File: src/rtl/mc_control_pkg.sv
// -----------------------------------------------------------------------------
// mc_ctrl_pkg
// Shared definitions for the multicycle MIPS main control FSM (mc_control):
//   - state encodings (RESET=0 upward, in sequencing order)
//   - instruction opcode / R-type funct constants
//   - ALU opcode constants driven towards the ALU
//   - operand-select and PC-source encodings for the datapath muxes
// -----------------------------------------------------------------------------
package mc_ctrl_pkg;

  typedef enum logic [3:0] {
    S_RESET     = 4'd0,
    S_FETCH     = 4'd1,
    S_DECODE    = 4'd2,
    S_R_EXEC    = 4'd3,
    S_R_WB      = 4'd4,
    S_MEM_ADDR  = 4'd5,
    S_MEM_READ  = 4'd6,
    S_MEM_WB    = 4'd7,
    S_MEM_WRITE = 4'd8,
    S_BRANCH    = 4'd9,
    S_JUMP      = 4'd10,
    S_JR        = 4'd11,
    S_I_EXEC    = 4'd12,
    S_I_WB      = 4'd13
  } state_t;

  // Opcodes (IR[31:26])
  localparam logic [5:0] OP_RTYPE = 6'b000000;
  localparam logic [5:0] OP_LW    = 6'b100011;
  localparam logic [5:0] OP_SW    = 6'b101011;
  localparam logic [5:0] OP_BEQ   = 6'b000100;
  localparam logic [5:0] OP_BNE   = 6'b000101;
  localparam logic [5:0] OP_J     = 6'b000010;
  localparam logic [5:0] OP_ADDI  = 6'b001000;

  // R-type funct codes (IR[5:0])
  localparam logic [5:0] FN_SLL = 6'b000000;
  localparam logic [5:0] FN_SRL = 6'b000010;
  localparam logic [5:0] FN_JR  = 6'b001000;
  localparam logic [5:0] FN_ADD = 6'b100000;
  localparam logic [5:0] FN_SUB = 6'b100010;
  localparam logic [5:0] FN_AND = 6'b100100;
  localparam logic [5:0] FN_OR  = 6'b100101;
  localparam logic [5:0] FN_NOR = 6'b100111;
  localparam logic [5:0] FN_SLT = 6'b101010;

  // ALU opcodes
  localparam logic [3:0] ALU_AND = 4'b0000;
  localparam logic [3:0] ALU_OR  = 4'b0001;
  localparam logic [3:0] ALU_ADD = 4'b0010;
  localparam logic [3:0] ALU_SLL = 4'b0100;
  localparam logic [3:0] ALU_SRL = 4'b0101;
  localparam logic [3:0] ALU_SUB = 4'b0110;
  localparam logic [3:0] ALU_SLT = 4'b0111;
  localparam logic [3:0] ALU_NOR = 4'b1100;

  // ALU operand A select
  localparam logic [1:0] SRCA_PC    = 2'd0;
  localparam logic [1:0] SRCA_REG_A = 2'd1;
  localparam logic [1:0] SRCA_REG_B = 2'd2;

  // ALU operand B select
  localparam logic [1:0] SRCB_REG_B   = 2'd0;
  localparam logic [1:0] SRCB_FOUR    = 2'd1;
  localparam logic [1:0] SRCB_IMM     = 2'd2;
  localparam logic [1:0] SRCB_IMM_SL2 = 2'd3;

  // PC source select
  localparam logic [1:0] PCSRC_ALU    = 2'd0;
  localparam logic [1:0] PCSRC_ALUOUT = 2'd1;
  localparam logic [1:0] PCSRC_JUMP   = 2'd2;
  localparam logic [1:0] PCSRC_REG_A  = 2'd3;

endpackage

File: src/rtl/mc_control_if.sv
// -----------------------------------------------------------------------------
// mc_control_if
// Bundles the controller's instruction/flag inputs and its datapath control
// outputs.
//   master : the control FSM (consumes opcode/funct/zero_flag/mem_ready,
//            drives ALU opcode, selects, strobes, enables, illegal, state)
//   slave  : the datapath / memory side
// -----------------------------------------------------------------------------
interface mc_control_if;
  logic [5:0] opcode;
  logic [5:0] funct;
  logic       zero_flag;
  logic       mem_ready;
  logic [3:0] alu_opcode;
  logic [1:0] alu_src_a;
  logic [1:0] alu_src_b;
  logic       pc_en;
  logic [1:0] pc_source;
  logic       i_or_d;
  logic       mem_read;
  logic       mem_write;
  logic       ir_write;
  logic       reg_dst;
  logic       mem_to_reg;
  logic       reg_write;
  logic       illegal;
  logic [3:0] state;

  modport master (
    input  opcode, funct, zero_flag, mem_ready,
    output alu_opcode, alu_src_a, alu_src_b, pc_en, pc_source, i_or_d,
           mem_read, mem_write, ir_write, reg_dst, mem_to_reg, reg_write,
           illegal, state
  );

  modport slave (
    output opcode, funct, zero_flag, mem_ready,
    input  alu_opcode, alu_src_a, alu_src_b, pc_en, pc_source, i_or_d,
           mem_read, mem_write, ir_write, reg_dst, mem_to_reg, reg_write,
           illegal, state
  );
endinterface

File: src/rtl/mc_control_alu_decode.sv
// -----------------------------------------------------------------------------
// alu_decode
// Combinational R-type funct decoder.
//   funct  in  6 : IR[5:0]
//   alu_op out 4 : ALU opcode for the funct (add when not recognised)
//   shift  out 1 : funct is sll/srl (operand A comes from reg B)
//   valid  out 1 : funct is one of the ALU R-type operations
// jr is not an ALU operation; the controller recognises it separately.
// -----------------------------------------------------------------------------
module alu_decode
  import mc_ctrl_pkg::*;
(
  input  logic [5:0] funct,
  output logic [3:0] alu_op,
  output logic       shift,
  output logic       valid
);
  always_comb begin
    alu_op = ALU_ADD;
    shift  = 1'b0;
    valid  = 1'b1;
    case (funct)
      FN_ADD: alu_op = ALU_ADD;
      FN_SUB: alu_op = ALU_SUB;
      FN_AND: alu_op = ALU_AND;
      FN_OR:  alu_op = ALU_OR;
      FN_SLT: alu_op = ALU_SLT;
      FN_NOR: alu_op = ALU_NOR;
      FN_SLL: begin alu_op = ALU_SLL; shift = 1'b1; end
      FN_SRL: begin alu_op = ALU_SRL; shift = 1'b1; end
      default: valid = 1'b0;
    endcase
  end
endmodule

File: src/rtl/mc_control.sv
// -----------------------------------------------------------------------------
// mc_control
// Multicycle MIPS main control FSM. Sequences fetch, decode, execute, memory
// and write-back for one instruction at a time.
//   clk : rising-edge clock
//   rst : synchronous active-high reset (state -> RESET, illegal cleared)
//   bus : mc_control_if.master -- opcode/funct/zero_flag/mem_ready in;
//         alu_opcode, alu_src_a/b, pc_en, pc_source, i_or_d, mem_read,
//         mem_write, ir_write, reg_dst, mem_to_reg, reg_write, illegal,
//         state out
// Outputs are Moore decodes of the state, except ir_write/pc_en in FETCH
// (follow mem_ready) and pc_en in BRANCH (follows zero_flag).
// Optional feature macro: MC_CTRL_BNE_EN -- when defined, opcode 000101 (bne)
// branches on a clear zero flag; otherwise it is an illegal opcode.
// -----------------------------------------------------------------------------
module mc_control
  import mc_ctrl_pkg::*;
(
  input  logic          clk,
  input  logic          rst,
  mc_control_if.master  bus
);
  state_t     state_q, state_d;
  logic       illegal_q, illegal_d;
  logic       lw_q, lw_d;      // MEM_ADDR: load (1) or store (0)
  logic       bne_q, bne_d;    // BRANCH: invert the zero-flag condition

  logic [3:0] dec_op;
  logic       dec_shift;
  logic       dec_valid;

  logic [3:0] alu_opcode;
  logic [1:0] alu_src_a, alu_src_b, pc_source;
  logic       pc_en, i_or_d, mem_read, mem_write, ir_write;
  logic       reg_dst, mem_to_reg, reg_write;

  alu_decode u_alu_decode (
    .funct  (bus.funct),
    .alu_op (dec_op),
    .shift  (dec_shift),
    .valid  (dec_valid)
  );

  always_ff @(posedge clk) begin
    if (rst) begin
      state_q   <= S_RESET;
      illegal_q <= 1'b0;
      lw_q      <= 1'b0;
      bne_q     <= 1'b0;
    end else begin
      state_q   <= state_d;
      illegal_q <= illegal_d;
      lw_q      <= lw_d;
      bne_q     <= bne_d;
    end
  end

  always_comb begin
    state_d    = state_q;
    illegal_d  = illegal_q;
    lw_d       = lw_q;
    bne_d      = bne_q;
    alu_opcode = 4'b0000;
    alu_src_a  = SRCA_PC;
    alu_src_b  = SRCB_REG_B;
    pc_source  = PCSRC_ALU;
    pc_en      = 1'b0;
    i_or_d     = 1'b0;
    mem_read   = 1'b0;
    mem_write  = 1'b0;
    ir_write   = 1'b0;
    reg_dst    = 1'b0;
    mem_to_reg = 1'b0;
    reg_write  = 1'b0;

    case (state_q)
      S_RESET: state_d = S_FETCH;

      // PC+4 is computed alongside the fetch; PC and IR load together when
      // the memory completes.
      S_FETCH: begin
        mem_read   = 1'b1;
        alu_src_b  = SRCB_FOUR;
        alu_opcode = ALU_ADD;
        ir_write   = bus.mem_ready;
        pc_en      = bus.mem_ready;
        if (bus.mem_ready) state_d = S_DECODE;
      end

      // Branch target (PC + imm<<2) is precomputed into ALUOut here.
      S_DECODE: begin
        alu_src_b  = SRCB_IMM_SL2;
        alu_opcode = ALU_ADD;
        state_d    = S_FETCH;
        case (bus.opcode)
          OP_RTYPE: begin
            if (bus.funct == FN_JR) state_d = S_JR;
            else if (dec_valid)     state_d = S_R_EXEC;
            else                    illegal_d = 1'b1;
          end
          OP_LW:   begin lw_d  = 1'b1; state_d = S_MEM_ADDR; end
          OP_SW:   begin lw_d  = 1'b0; state_d = S_MEM_ADDR; end
          OP_BEQ:  begin bne_d = 1'b0; state_d = S_BRANCH;   end
`ifdef MC_CTRL_BNE_EN
          OP_BNE:  begin bne_d = 1'b1; state_d = S_BRANCH;   end
`endif
          OP_J:    state_d = S_JUMP;
          OP_ADDI: state_d = S_I_EXEC;
          default: illegal_d = 1'b1;
        endcase
      end

      S_R_EXEC: begin
        alu_opcode = dec_op;
        alu_src_a  = dec_shift ? SRCA_REG_B : SRCA_REG_A;
        alu_src_b  = SRCB_REG_B;
        state_d    = S_R_WB;
      end

      S_R_WB: begin
        reg_write = 1'b1;
        reg_dst   = 1'b1;
        state_d   = S_FETCH;
      end

      S_MEM_ADDR: begin
        alu_src_a  = SRCA_REG_A;
        alu_src_b  = SRCB_IMM;
        alu_opcode = ALU_ADD;
        state_d    = lw_q ? S_MEM_READ : S_MEM_WRITE;
      end

      S_MEM_READ: begin
        mem_read = 1'b1;
        i_or_d   = 1'b1;
        if (bus.mem_ready) state_d = S_MEM_WB;
      end

      S_MEM_WB: begin
        reg_write  = 1'b1;
        mem_to_reg = 1'b1;
        state_d    = S_FETCH;
      end

      S_MEM_WRITE: begin
        mem_write = 1'b1;
        i_or_d    = 1'b1;
        if (bus.mem_ready) state_d = S_FETCH;
      end

      // The ALU compares rs and rt; ALUOut already holds the target.
      S_BRANCH: begin
        alu_src_a  = SRCA_REG_A;
        alu_src_b  = SRCB_REG_B;
        alu_opcode = ALU_SUB;
        pc_source  = PCSRC_ALUOUT;
        pc_en      = bne_q ? ~bus.zero_flag : bus.zero_flag;
        state_d    = S_FETCH;
      end

      S_JUMP: begin
        pc_source = PCSRC_JUMP;
        pc_en     = 1'b1;
        state_d   = S_FETCH;
      end

      S_JR: begin
        pc_source = PCSRC_REG_A;
        pc_en     = 1'b1;
        state_d   = S_FETCH;
      end

      S_I_EXEC: begin
        alu_src_a  = SRCA_REG_A;
        alu_src_b  = SRCB_IMM;
        alu_opcode = ALU_ADD;
        state_d    = S_I_WB;
      end

      S_I_WB: begin
        reg_write = 1'b1;
        state_d   = S_FETCH;
      end

      default: state_d = S_RESET;
    endcase
  end

  assign bus.alu_opcode = alu_opcode;
  assign bus.alu_src_a  = alu_src_a;
  assign bus.alu_src_b  = alu_src_b;
  assign bus.pc_en      = pc_en;
  assign bus.pc_source  = pc_source;
  assign bus.i_or_d     = i_or_d;
  assign bus.mem_read   = mem_read;
  assign bus.mem_write  = mem_write;
  assign bus.ir_write   = ir_write;
  assign bus.reg_dst    = reg_dst;
  assign bus.mem_to_reg = mem_to_reg;
  assign bus.reg_write  = reg_write;
  assign bus.illegal    = illegal_q;
  assign bus.state      = state_q;

endmodule

File: src/flat_wrapper.sv
// flat-port wrapper written by rule: the top's interface ports become plain ports
module mc_control_flat import mc_ctrl_pkg::*;
  (clk, rst, bus_opcode, bus_funct, bus_zero_flag, bus_mem_ready, bus_alu_opcode, bus_alu_src_a, bus_alu_src_b, bus_pc_en, bus_pc_source, bus_i_or_d, bus_mem_read, bus_mem_write, bus_ir_write, bus_reg_dst, bus_mem_to_reg, bus_reg_write, bus_illegal, bus_state);
  mc_control_if bus_i ();
  input  logic clk;
  input  logic rst;
  input wire logic [$bits(bus_i.opcode)-1:0] bus_opcode;
  input wire logic [$bits(bus_i.funct)-1:0] bus_funct;
  input wire logic [$bits(bus_i.zero_flag)-1:0] bus_zero_flag;
  input wire logic [$bits(bus_i.mem_ready)-1:0] bus_mem_ready;
  output wire logic [$bits(bus_i.alu_opcode)-1:0] bus_alu_opcode;
  output wire logic [$bits(bus_i.alu_src_a)-1:0] bus_alu_src_a;
  output wire logic [$bits(bus_i.alu_src_b)-1:0] bus_alu_src_b;
  output wire logic [$bits(bus_i.pc_en)-1:0] bus_pc_en;
  output wire logic [$bits(bus_i.pc_source)-1:0] bus_pc_source;
  output wire logic [$bits(bus_i.i_or_d)-1:0] bus_i_or_d;
  output wire logic [$bits(bus_i.mem_read)-1:0] bus_mem_read;
  output wire logic [$bits(bus_i.mem_write)-1:0] bus_mem_write;
  output wire logic [$bits(bus_i.ir_write)-1:0] bus_ir_write;
  output wire logic [$bits(bus_i.reg_dst)-1:0] bus_reg_dst;
  output wire logic [$bits(bus_i.mem_to_reg)-1:0] bus_mem_to_reg;
  output wire logic [$bits(bus_i.reg_write)-1:0] bus_reg_write;
  output wire logic [$bits(bus_i.illegal)-1:0] bus_illegal;
  output wire logic [$bits(bus_i.state)-1:0] bus_state;
  assign bus_i.opcode = bus_opcode;
  assign bus_i.funct = bus_funct;
  assign bus_i.zero_flag = bus_zero_flag;
  assign bus_i.mem_ready = bus_mem_ready;
  assign bus_alu_opcode = bus_i.alu_opcode;
  assign bus_alu_src_a = bus_i.alu_src_a;
  assign bus_alu_src_b = bus_i.alu_src_b;
  assign bus_pc_en = bus_i.pc_en;
  assign bus_pc_source = bus_i.pc_source;
  assign bus_i_or_d = bus_i.i_or_d;
  assign bus_mem_read = bus_i.mem_read;
  assign bus_mem_write = bus_i.mem_write;
  assign bus_ir_write = bus_i.ir_write;
  assign bus_reg_dst = bus_i.reg_dst;
  assign bus_mem_to_reg = bus_i.mem_to_reg;
  assign bus_reg_write = bus_i.reg_write;
  assign bus_illegal = bus_i.illegal;
  assign bus_state = bus_i.state;
  mc_control u_core (.clk(clk), .rst(rst), .bus(bus_i));
endmodule
File: config.mk
export PLATFORM = sky130hd
export DESIGN_NAME = mc_control_flat
export DESIGN_NICKNAME = d
export VERILOG_FILES = /design/src/rtl/mc_control_pkg.sv /design/src/rtl/mc_control_if.sv /design/src/rtl/mc_control_alu_decode.sv /design/src/rtl/mc_control.sv /design/src/flat_wrapper.sv
export SDC_FILE = /design/constraint.sdc
export NUM_CORES = 1
export LEC_CHECK = 0
export CAP_MARGIN = 20
export CORE_MARGIN = 2
export CORE_UTILIZATION = 38
export DETAILED_ROUTE_END_ITERATION = 7
export MAX_ROUTING_LAYER = met4
export PLACE_DENSITY = 0.77
export SLEW_MARGIN = 20
export SYNTH_ARGS = -nofsm -noshare
export SYNTH_HDL_FRONTEND = slang
export SYNTH_SLANG_ARGS = --single-unit
File: constraint.sdc
create_clock -name clk -period 1.9 [get_ports clk]
set_input_delay 0.475 -clock clk [delete_from_list [all_inputs] [get_ports clk]]
set_output_delay 0.475 -clock clk [all_outputs]
set_load 0.02 [all_outputs]
# Yosys cells after proc, flatten, opt, wreduce, memory -nomap -nowiden
# Cells that the tools add are included.
# totals
reg_bits	6
input_bits	16
wordCells	82
# classes
eq_ne	31
n_mux	28
bitwise	1
n_reduce_logical	19
# op_table
cell	count
6-bit equality test (second input constant)	8
4-bit case mux with 8 select lines	1
4-bit case mux with 7 select lines	1
4-bit equality test (second input constant)	6
4-bit two-way mux	5
4-bit case mux with 5 select lines	1
4-bit by 3-bit equality test with 1-bit output (second input constant)	4
6-bit by 2-bit equality test with 1-bit output (second input constant)	2
6-bit by 4-bit equality test with 1-bit output (second input constant)	2
6-bit zero test	2
2-bit case mux with 3 select lines	2
4-bit case mux with 3 select lines	1
2-bit OR reduction	6
1-bit two-way mux	11
2-bit != test (second input constant)	5
4-bit by 2-bit equality test with 1-bit output (second input constant)	2
8-bit OR reduction	1
7-bit OR reduction	1
6-bit by 3-bit equality test with 1-bit output (second input constant)	1
3-bit OR reduction	2
5-bit OR reduction	1
4-bit by 1-bit equality test with 1-bit output (second input constant)	1
4-bit zero test	1
2-bit two-way mux	2
other kinds (9)	10

# Depth between registers and ports, before layout
# Gate-level depths: netlist of run 1.
# depth
ltp_word	7
ltp_mapped	6

# Modules after synthesis
# Synthesis of run 1 repeated with hierarchy kept, for this count alone.
# unflattened
hier_cells	135
hier_area_um2	959.7
# by_module_without_submodules
module	n_inst	cells_per_inst	area_each_um2
mc_control	1	113	807.0
alu_decode	1	22	152.6

# Worst setup path before layout of run 1
# Ideal clock, no wire load.
# synth_timing
kind	reg-to-output
startpoint	register u_core.state_q[0], in the netlist u_core.bus.state[0]
endpoint	output port bus_alu_src_a[0]
arrival_ns	1.770
setup_slack_ns	-0.345
stages_incl_launch_ff	5
path_buffers	2
cell_sequence	dfxtp_1 -> clkbuf_1 -> clkbuf_1 -> a21oi_1 -> o31ai_1
# synth_between
elab_chain_len	3
elab_cells_between_ends	6
cone_classes	eq/ne (4); mux (1); reduce/logical (1)
# synth_rtl
item	line_no	source
start: declaration	mc_control.sv:23	state_t state_q, state_d;
start signal: assignment	mc_control.sv:51	state_q <= state_d;
4-bit by 3-bit equality test with 1-bit output / 4-bit equality test (equally long branches)	mc_control.sv:76	case (state_q)
3-bit OR reduction (no source line)	n/a	
2-bit case mux with 2 select lines (*)	mc_control.sv:76	
end: declaration	flat_wrapper.sv:12	output wire logic [$bits(bus_i.alu_src_a)-1:0] bus_alu_src_a;
# Mark *: on every way between the ends. The rest lies on a longest branch, timed or not.

# Worst setup path after layout of run 1
# layout_timing
startpoint	input port bus_funct[3]
endpoint	output port bus_alu_opcode[2]
# layout_between
elab_chain_len	3
elab_cells_between_ends	9
cone_classes	eq/ne (6); mux (2); reduce/logical (1)
# layout_rtl
item	line_no	source
start: declaration	flat_wrapper.sv:8	input wire logic [$bits(bus_i.funct)-1:0] bus_funct;
6-bit by 2-bit equality test with 1-bit output, or another cell as far along	mc_control_alu_decode.sv:22	case (funct)
4-bit case mux with 7 select lines (*)	mc_control_alu_decode.sv:22	
4-bit case mux with 3 select lines (*)	mc_control.sv:76	
end: declaration	flat_wrapper.sv:11	output wire logic [$bits(bus_i.alu_opcode)-1:0] bus_alu_opcode;
# Marked as above.

==> results of run 1 <==
registers in the layout (all words and copies together) (netlist names):
register / flops
u_core.bus.state: 4
u_core.lw_q: 1
u_core.bus.illegal: 1
cell usage after synthesis (2+ instances only):
library cell	number	area share, %
o21ai_0	2	1.1
o22a_1	2	2.0
clkbuf_1	10	4.2
nand2b_1	3	2.1
nor3_1	7	3.9
o211ai_1	3	2.5
inv_1	5	2.1
dfxtp_1	6	14
inv_2	2	0.85
a21o_1	2	1.7
o21ai_1	4	2.3
nor4_1	3	2.1
nor4b_1	2	2.0
nand3_1	7	3.9
xor2_1	2	2.0
nor2b_1	4	2.8
nand3b_1	2	1.7
a21oi_1	13	7.3
nand2_1	11	4.7
nor2_1	18	7.6
and3_1	3	2.1
or3_1	2	1.4
xnor2_1	2	2.0
metal layers:
layer | share of wire (%) | global-route usage [%] | routed length [um] | vias up
li1 | - | - | - | 659
met1 | 38 | 28.1 | 1400 | 654
met2 | 53 | 51.0 | 1960 | 59
met3 | 5.1 | 3.71 | 186 | 16
met4 | 3.5 | 17.1 | 127 | 0
met5 | 0 | - | 0 | -
stage by stage:
| step | setup TNS, ps | utilization [%] | power, uW | instance area (um2) | instances |
|---|---|---|---|---|---|
| finish | -378 | 81.3 | 624 | 1800 | 247 |
| CTS | -510 | 77.8 | 596 | 1720 | 243 |
| global placement | -7890 | 74.2 | 448 | 1640 | 237 |
| detailed placement | -8800 | 74.2 | 456 | 1640 | 237 |
| floorplan | -363 | - | 294 | 951 | 138 |
| global route | -728 | 81.3 | 661 | 1800 | 247 |
power groups by stage:
stage / clock (uW) / sequential, uW / combinational, uW
after floorplan: 0 / 147 / 147
after global placement: 0 / 138 / 310
after detailed placement: 0 / 138 / 318
after CTS: 131 / 136 / 329
after global routing: 139 / 138 / 383
final: 127 / 138 / 359
worst max-delay path, stage by stage:
cell	delay [ps]
buf_6	90
and3b_1	220
nand3_1	90
a21boi_2	170
o22ai_1	190
and3_4	220
buf_6	110
area by class of cell:
class | count | area [um2] | area share (%)
multi-input cells | 113 | 847 | 47.1
inverters | 7 | 26.3 | 1.46
well taps | 28 | 35.0 | 1.95
flip-flops and latches | 6 | 126 | 7.02
clock buffers | 3 | 22.5 | 1.25
repair buffers | 90 | 742 | 41.2
logic make-up after synthesis:
kind of cell / after synthesis / synth area share (%)
and+or+nand+nor: 68 / 41.7
DFF: 6 / 13.5
buffers and inverters: 19 / 9.03
muxes: 1 / 1.13
xor gates and xnor gates: 4 / 3.95
AOI/OAI and AO/OA: 40 / 30.6
worst paths after layout:
check	startpoint	cells past startpoint	end	slack, ps
max	bus_funct[3]	7	bus_alu_opcode[2]	-140
min reg2reg	u_core.bus.illegal	2	u_core.bus.illegal	470
max reg2reg	u_core.bus.state[2]	7	u_core.bus.state[1]	-10
min	u_core.bus.illegal	2	u_core.bus.illegal	470
repair_timing:
item / in CTS / in global routing
pin swaps: 8 / 10
buffers inserted: 3 / 4
setup endpoints to repair: 26 / 22
hold buffers: 0 / 0
hold endpoints to repair: 0 / 0
resized for setup: 116 / 33
==> out/results.tsv, run 1 <==
stage	metric	value	unit
run_status	status	finished, violations left	
run_status	failing checks	setup timing	
critical_path	CP Data Required Time	1420	ps
global_routing	Congestion Overflow GR	0	
route	total vias in the final route	1388	
cells_and_area	area growth from synthesis to layout	103	%
placement	Post-Place Setup Slack	-999	ps
sta	Slew Viols, Final	0	
synth	top_reg_cell synth	dfxtp_1	
synth	Syn Nets	154	
critical_path	kind of end point of the critical path	output port	
synth	Seq/Total Area, Yosys	13.5	%
clock_tree	worst-skew pair later-pin latency	260	ps
sta	Slew headroom	71.7	%
route	post-route ant nets	0	
route	Initial DRC Count	22	
route	first-pass detailed-route iteration total	4	
route	final wirelength	3.67	mm
pwr	Flop pwr share	22.1	%
sta	endpoints failing hold	0	
global_routing	largest net degree at the start of global routing	18	
sta	Final WS setup	-138	ps
clock_tree	Root Buffer	clkbuf_4	
sta	final setup skew	6.11	ps
sta	min Tclk post-route	2040	ps
pwr	clock network fraction of total power	20.3	%
floorplanning	Placeable Area	2210	um2
floorplanning	Die Area	2740	um2
sta	Slew @ Worst Pin	422	ps
floorplanning	IO Count	39	
synth	Syn. warnings	0	
sta	Setup violations, final	4	
placement	Post-DP HPWL	2.66	mm
route	Via density	5.62	
sta	Min Hold Slack	467	ps
floorplanning	Initial Utilization	40.1	%
clock_tree	clock transition at the registers of the reported paths	40	ps
floorplanning	row count	17	
global_routing	All-Layer GR Usage	28.0	%
synth	#FFs+latches synth	6	
route	WL per Instance	14.9	um
pwr	Logic pwr share	57.5	%
synth	synthesized cell area	887	um2
cells_and_area	commonest non-fill, non-tap cell in the layout	buf_4	
floorplanning	chip height	52.3	um
clock_tree	CTS sink cnt	6	
sta	RSZ-0062 raised after global routing	true	
critical_path	crit path kind	input port to output port	
critical_path	crit-path max FO	2	
pwr	internal power	385	uW
pwr	Switching Power	238	uW
clock_tree	TritonCTS Buffers	3	
synth	Distinct cells, synth	46	
synth	Avg Cell Area, Syn	6.43	um2
critical_path	crit start category	input port	
route	DRC Markers	0	
synth	Post-synth ARST share	0	%
placement	GPL Wtd Cong	0.928	
global_routing	initial antenna violation count	0	
cells_and_area	ANT cells	0	
clock_tree	CTS tree	yes	
global_routing	number of global-route vias before repair	1343	
flow_run	max-cap violations	0	
cells_and_area	filler instances	139	
synth	Cells after Synth	138	
floorplanning	Die X-Extent	52.3	um
pwr	PD cells	347	nW/um2
clock_tree	H-tree depth	1	
cells_and_area	Nets	237	
pwr	leakage	0.000809	uW
global_routing	wire length of the first global-routing pass	5.59	mm
cells_and_area	most frequent cells in the layout	buf_4 (49), nor2_1 (15), buf_6 (12), nand2_1 (10)	
sta	period utilisation layout	107	%
synth	EDFF count, synth	0	
pwr	Sw Share	38.2	%
cells_and_area	layout cells sized above 1	53.0	%
pwr	Max IR drop VDD	0.000295	V
critical_path	arrival time worst endpoint	1560	ps
sta	f_max	491	MHz
min_path	hold crit path type	register to register	
placement	number of I/O port buffers	38	
clock_tree	CTS max path bufs	2	
Power figures use the tool's default switching activity.
==> run 2, diff against run 1 <==
--- a/config.mk
+++ b/config.mk
@@ -11,7 +11,7 @@
 export DETAILED_ROUTE_END_ITERATION = 7
 export MAX_ROUTING_LAYER = met4
 export PLACE_DENSITY = 0.77
-export SLEW_MARGIN = 20
+export SLEW_MARGIN = 0
 export SYNTH_ARGS = -nofsm -noshare
 export SYNTH_HDL_FRONTEND = slang
 export SYNTH_SLANG_ARGS = --single-unit
==> results of run 2 <==
Final layout, timing and power as in run 1 (identical DEF).
==> run 3, diff against run 2 <==
--- a/config.mk
+++ b/config.mk
@@ -5,12 +5,14 @@
 export SDC_FILE = /design/constraint.sdc
 export NUM_CORES = 1
 export LEC_CHECK = 0
+export ABC_AREA = 1
 export CAP_MARGIN = 20
+export CORE_ASPECT_RATIO = 0.75
 export CORE_MARGIN = 2
-export CORE_UTILIZATION = 38
+export CORE_UTILIZATION = 36
 export DETAILED_ROUTE_END_ITERATION = 7
 export MAX_ROUTING_LAYER = met4
-export PLACE_DENSITY = 0.77
+export PLACE_DENSITY = 0.76
 export SLEW_MARGIN = 0
 export SYNTH_ARGS = -nofsm -noshare
 export SYNTH_HDL_FRONTEND = slang
==> run 3 against run 2 <==
The flow still finishes with violations (setup timing). Setup slack improved by 66 ps. Cell count increased by 3.2%. Non-clock buffer count decreased by 16. Clock power decreased by 9%. Global-route usage decreased by 3.6 points. Largest cell class unchanged. Power increased by 26%. Area after synthesis decreased by 10%. Wire length decreased by 16%. Critical path depth increased by 3. First-iteration DRC count increased to 3.4 times the previous value. Register-to-register slack improved by 530 ps. Clock-buffer cell count unchanged.
==> out/results.tsv, run 3 <==
stage	metric	value	unit
synth	synthesized cell area	795	um2
flow_run	max-cap violations	0	
sta	Slew headroom	75.6	%
critical_path	crit-path max FO	4	
synth	Syn. warnings	0	
sta	RSZ-0062 raised after global routing	true	
placement	Post-DP HPWL	2.20	mm
cells_and_area	fin cells	255	
cells_and_area	Nets	249	
floorplanning	Placeable Area	2050	um2
clock_tree	H-tree depth	1	
route	post-route ant nets	0	
synth	top_reg_cell synth	dfxtp_1	
cells_and_area	Multi-input gate area	637	um2
synth	Cells after Synth	154	
synth	synth top area cells	nand2_1 (17%), nor2_1 (17%), dfxtp_1 (15%), inv_1 (12%), nand3_1 (4.4%)	
sta	f_max	507	MHz
critical_path	kind of end point of the critical path	output port	
critical_path	CP most frequent cell	nand2_1	
route	DRC Markers	0	
critical_path	Worst path slowest cell	nor2_4	
route	WL per Instance	12.1	um
synth	Seq/Total Area, Yosys	15.1	%
pwr	leakage	0.000858	uW
critical_path	buffers and inverters on the worst path	3	
floorplanning	IO Count	39	
floorplanning	Die X-Extent	58.2	um
cells_and_area	Reg area	128	um2
run_status	failing checks	setup timing	
floorplanning	Die Area	2600	um2
placement	dpl cells	243	
route	Initial DRC Count	74	
sta	Slew Viols, Final	0	
critical_path	CP peak stage delay	180	ps
critical_path	crit start category	input port	
synth	#FFs+latches synth	6	
synth	synth cell count leaders	nand2_1 (35), nor2_1 (35), inv_1 (25)	
critical_path	crit path kind	input port to output port	
cells_and_area	max FFs per register	4	
sta	Setup violations, final	2	
synth	post-synth top area share	16.5	%
critical_path	worst-path cell chain	buf_6 > nor2_4 > nand3_2 > nand2_1 > inv_2 > nand2_1 > o21ai_2 > nand2_1 > nand4_1 > buf_4	
sta	Slew @ Worst Pin	362	ps
clock_tree	worst-skew pair later-pin latency	240	ps
route	metal1 wirelength	1.40	mm
placement	number of I/O port buffers	38	
global_routing	wire length of the first global-routing pass	4.79	mm
cells_and_area	most frequent cells in the layout	buf_4 (39), nand2_1 (32), nor2_1 (25), inv_1 (17), inv_2 (16)	
cells_and_area	final instance area	1540	um2
synth	Avg Cell Area, Syn	5.16	um2
cells_and_area	area growth from synthesis to layout	93.2	%
pwr	PD cells	513	nW/um2
sta	min Tclk post-route	1970	ps
route	first-pass detailed-route iteration total	4	
global_routing	number of global-route vias before repair	1127	
placement	Post-Place Setup Slack	-901	ps
global_routing	Congestion Overflow GR	0	
route	total vias in the final route	1229	
clock_tree	TritonCTS Buffers	3	
placement	DP Area	1410	um2
synth	Distinct cells, synth	26	
floorplanning	Initial Utilization	38.8	%
route	met3 wire length	257	um
synth	Post-synth ARST share	0	%
sta	post-route setup TNS	-113	ps
route	Via density	4.82	
critical_path	cell family with most CP delay	simple AND/OR/NAND/NOR gates	
global_routing	largest net degree at the start of global routing	6	
sta	Final WS setup	-71.8	ps
global_routing	All-Layer GR Usage	24.4	%
route	final wirelength	3.09	mm
synth	EDFF count, synth	0	
cells_and_area	ANT cells	0	
clock_tree	CTS sink cnt	6	
synth	Syn Nets	170	
min_path	hold crit path type	register to register	
clock_tree	CTS max path bufs	2	
sta	period utilisation layout	104	%
clock_tree	Root Buffer	clkbuf_4	
clock_tree	CTS tree	yes	
run_status	status	finished, violations left	
cells_and_area	commonest non-fill, non-tap cell in the layout	buf_4	
sta	final setup skew	6.06	ps
placement	GPL Wtd Cong	0.919	
sta	endpoints failing hold	0	
critical_path	CP Data Required Time	1420	ps
floorplanning	row count	14	
synth	area leader, netlist	nand2_1	
floorplanning	chip height	44.7	um
cells_and_area	layout cells sized above 1	49.4	%
cells_and_area	filler instances	167	
global_routing	initial antenna violation count	0	
pwr	Max IR drop VDD	0.000479	V
route	Top Layer Used	met3	
clock_tree	clock transition at the registers of the reported paths	50	ps
critical_path	arrival time worst endpoint	1500	ps
route	metal2 WL	1.43	mm
## run 3: report_power, final
part	internal (uW)	leakage [uW]	switching [uW]	total (uW)
Sequential	145	0.0000508	17.7	162
Combinational	233	0.000794	279	511
Clock	71.3	0.0000138	43.4	115
Total	449	0.000858	340	788
## run 3: worst paths after layout
kind                            start                  to  slack, ps  cells past startpoint
setup reg to reg  u_core.bus.state[3]         u_core.lw_q        520                      9
hold reg to reg    u_core.bus.illegal  u_core.bus.illegal        480                      2
setup / recovery         bus_funct[4]   bus_alu_opcode[1]        -70                     10
hold / removal     u_core.bus.illegal  u_core.bus.illegal        480                      2
## run 3: kinds of logic after synthesis
kind of cell | synth area share, %
buf+inv | 16.1
compound gates | 13.2
simple gates | 55.6
flops | 15.1
## run 3: final cells by class
cell class,instances,share of cell area (%)
Clock buffer,3,1.47
Inverter,34,8.48
Multi-Input combinational cell,114,41.5
Timing Repair Buffer,74,38.3
Sequential cell,6,8.31
Tap cell,24,1.96
## run 3: layer usage
metal  vias to the layer above  global-route usage, %
met5                         -                      -
met4                         0                   4.19
met3                         0                   2.05
met2                        57                   40.9
met1                       539                   32.6
li1                        633                      -
## run 3: timing repair
item                       in CTS  in global routing
pin swaps                      14                 11
setup endpoints to repair      18                 17
hold buffers                    0                  0
setup buffers                   6                  3
gates resized for setup       109                 37
## run 3: metrics by stage
step | power, uW | utilization (%) | hold slack [ps]
6_report | 788 | 74.9 | 484
5_1_grt | 843 | 74.9 | 513
4_1_cts | 768 | 74.9 | 484
3_5_place_dp | 643 | 68.8 | 459
3_3_place_gp | 636 | 68.8 | 474
2_1_floorplan | 390 | - | 504
## run 3: worst register-to-register path: stages (launching register included)
cell     delay (ps)
dfxtp_2         340
nor2_2          120
inv_2            70
buf_4           150
nor2_4          110
inv_2            60
buf_4           140
nor2_1          130
o21ai_1          70
a21oi_1         120
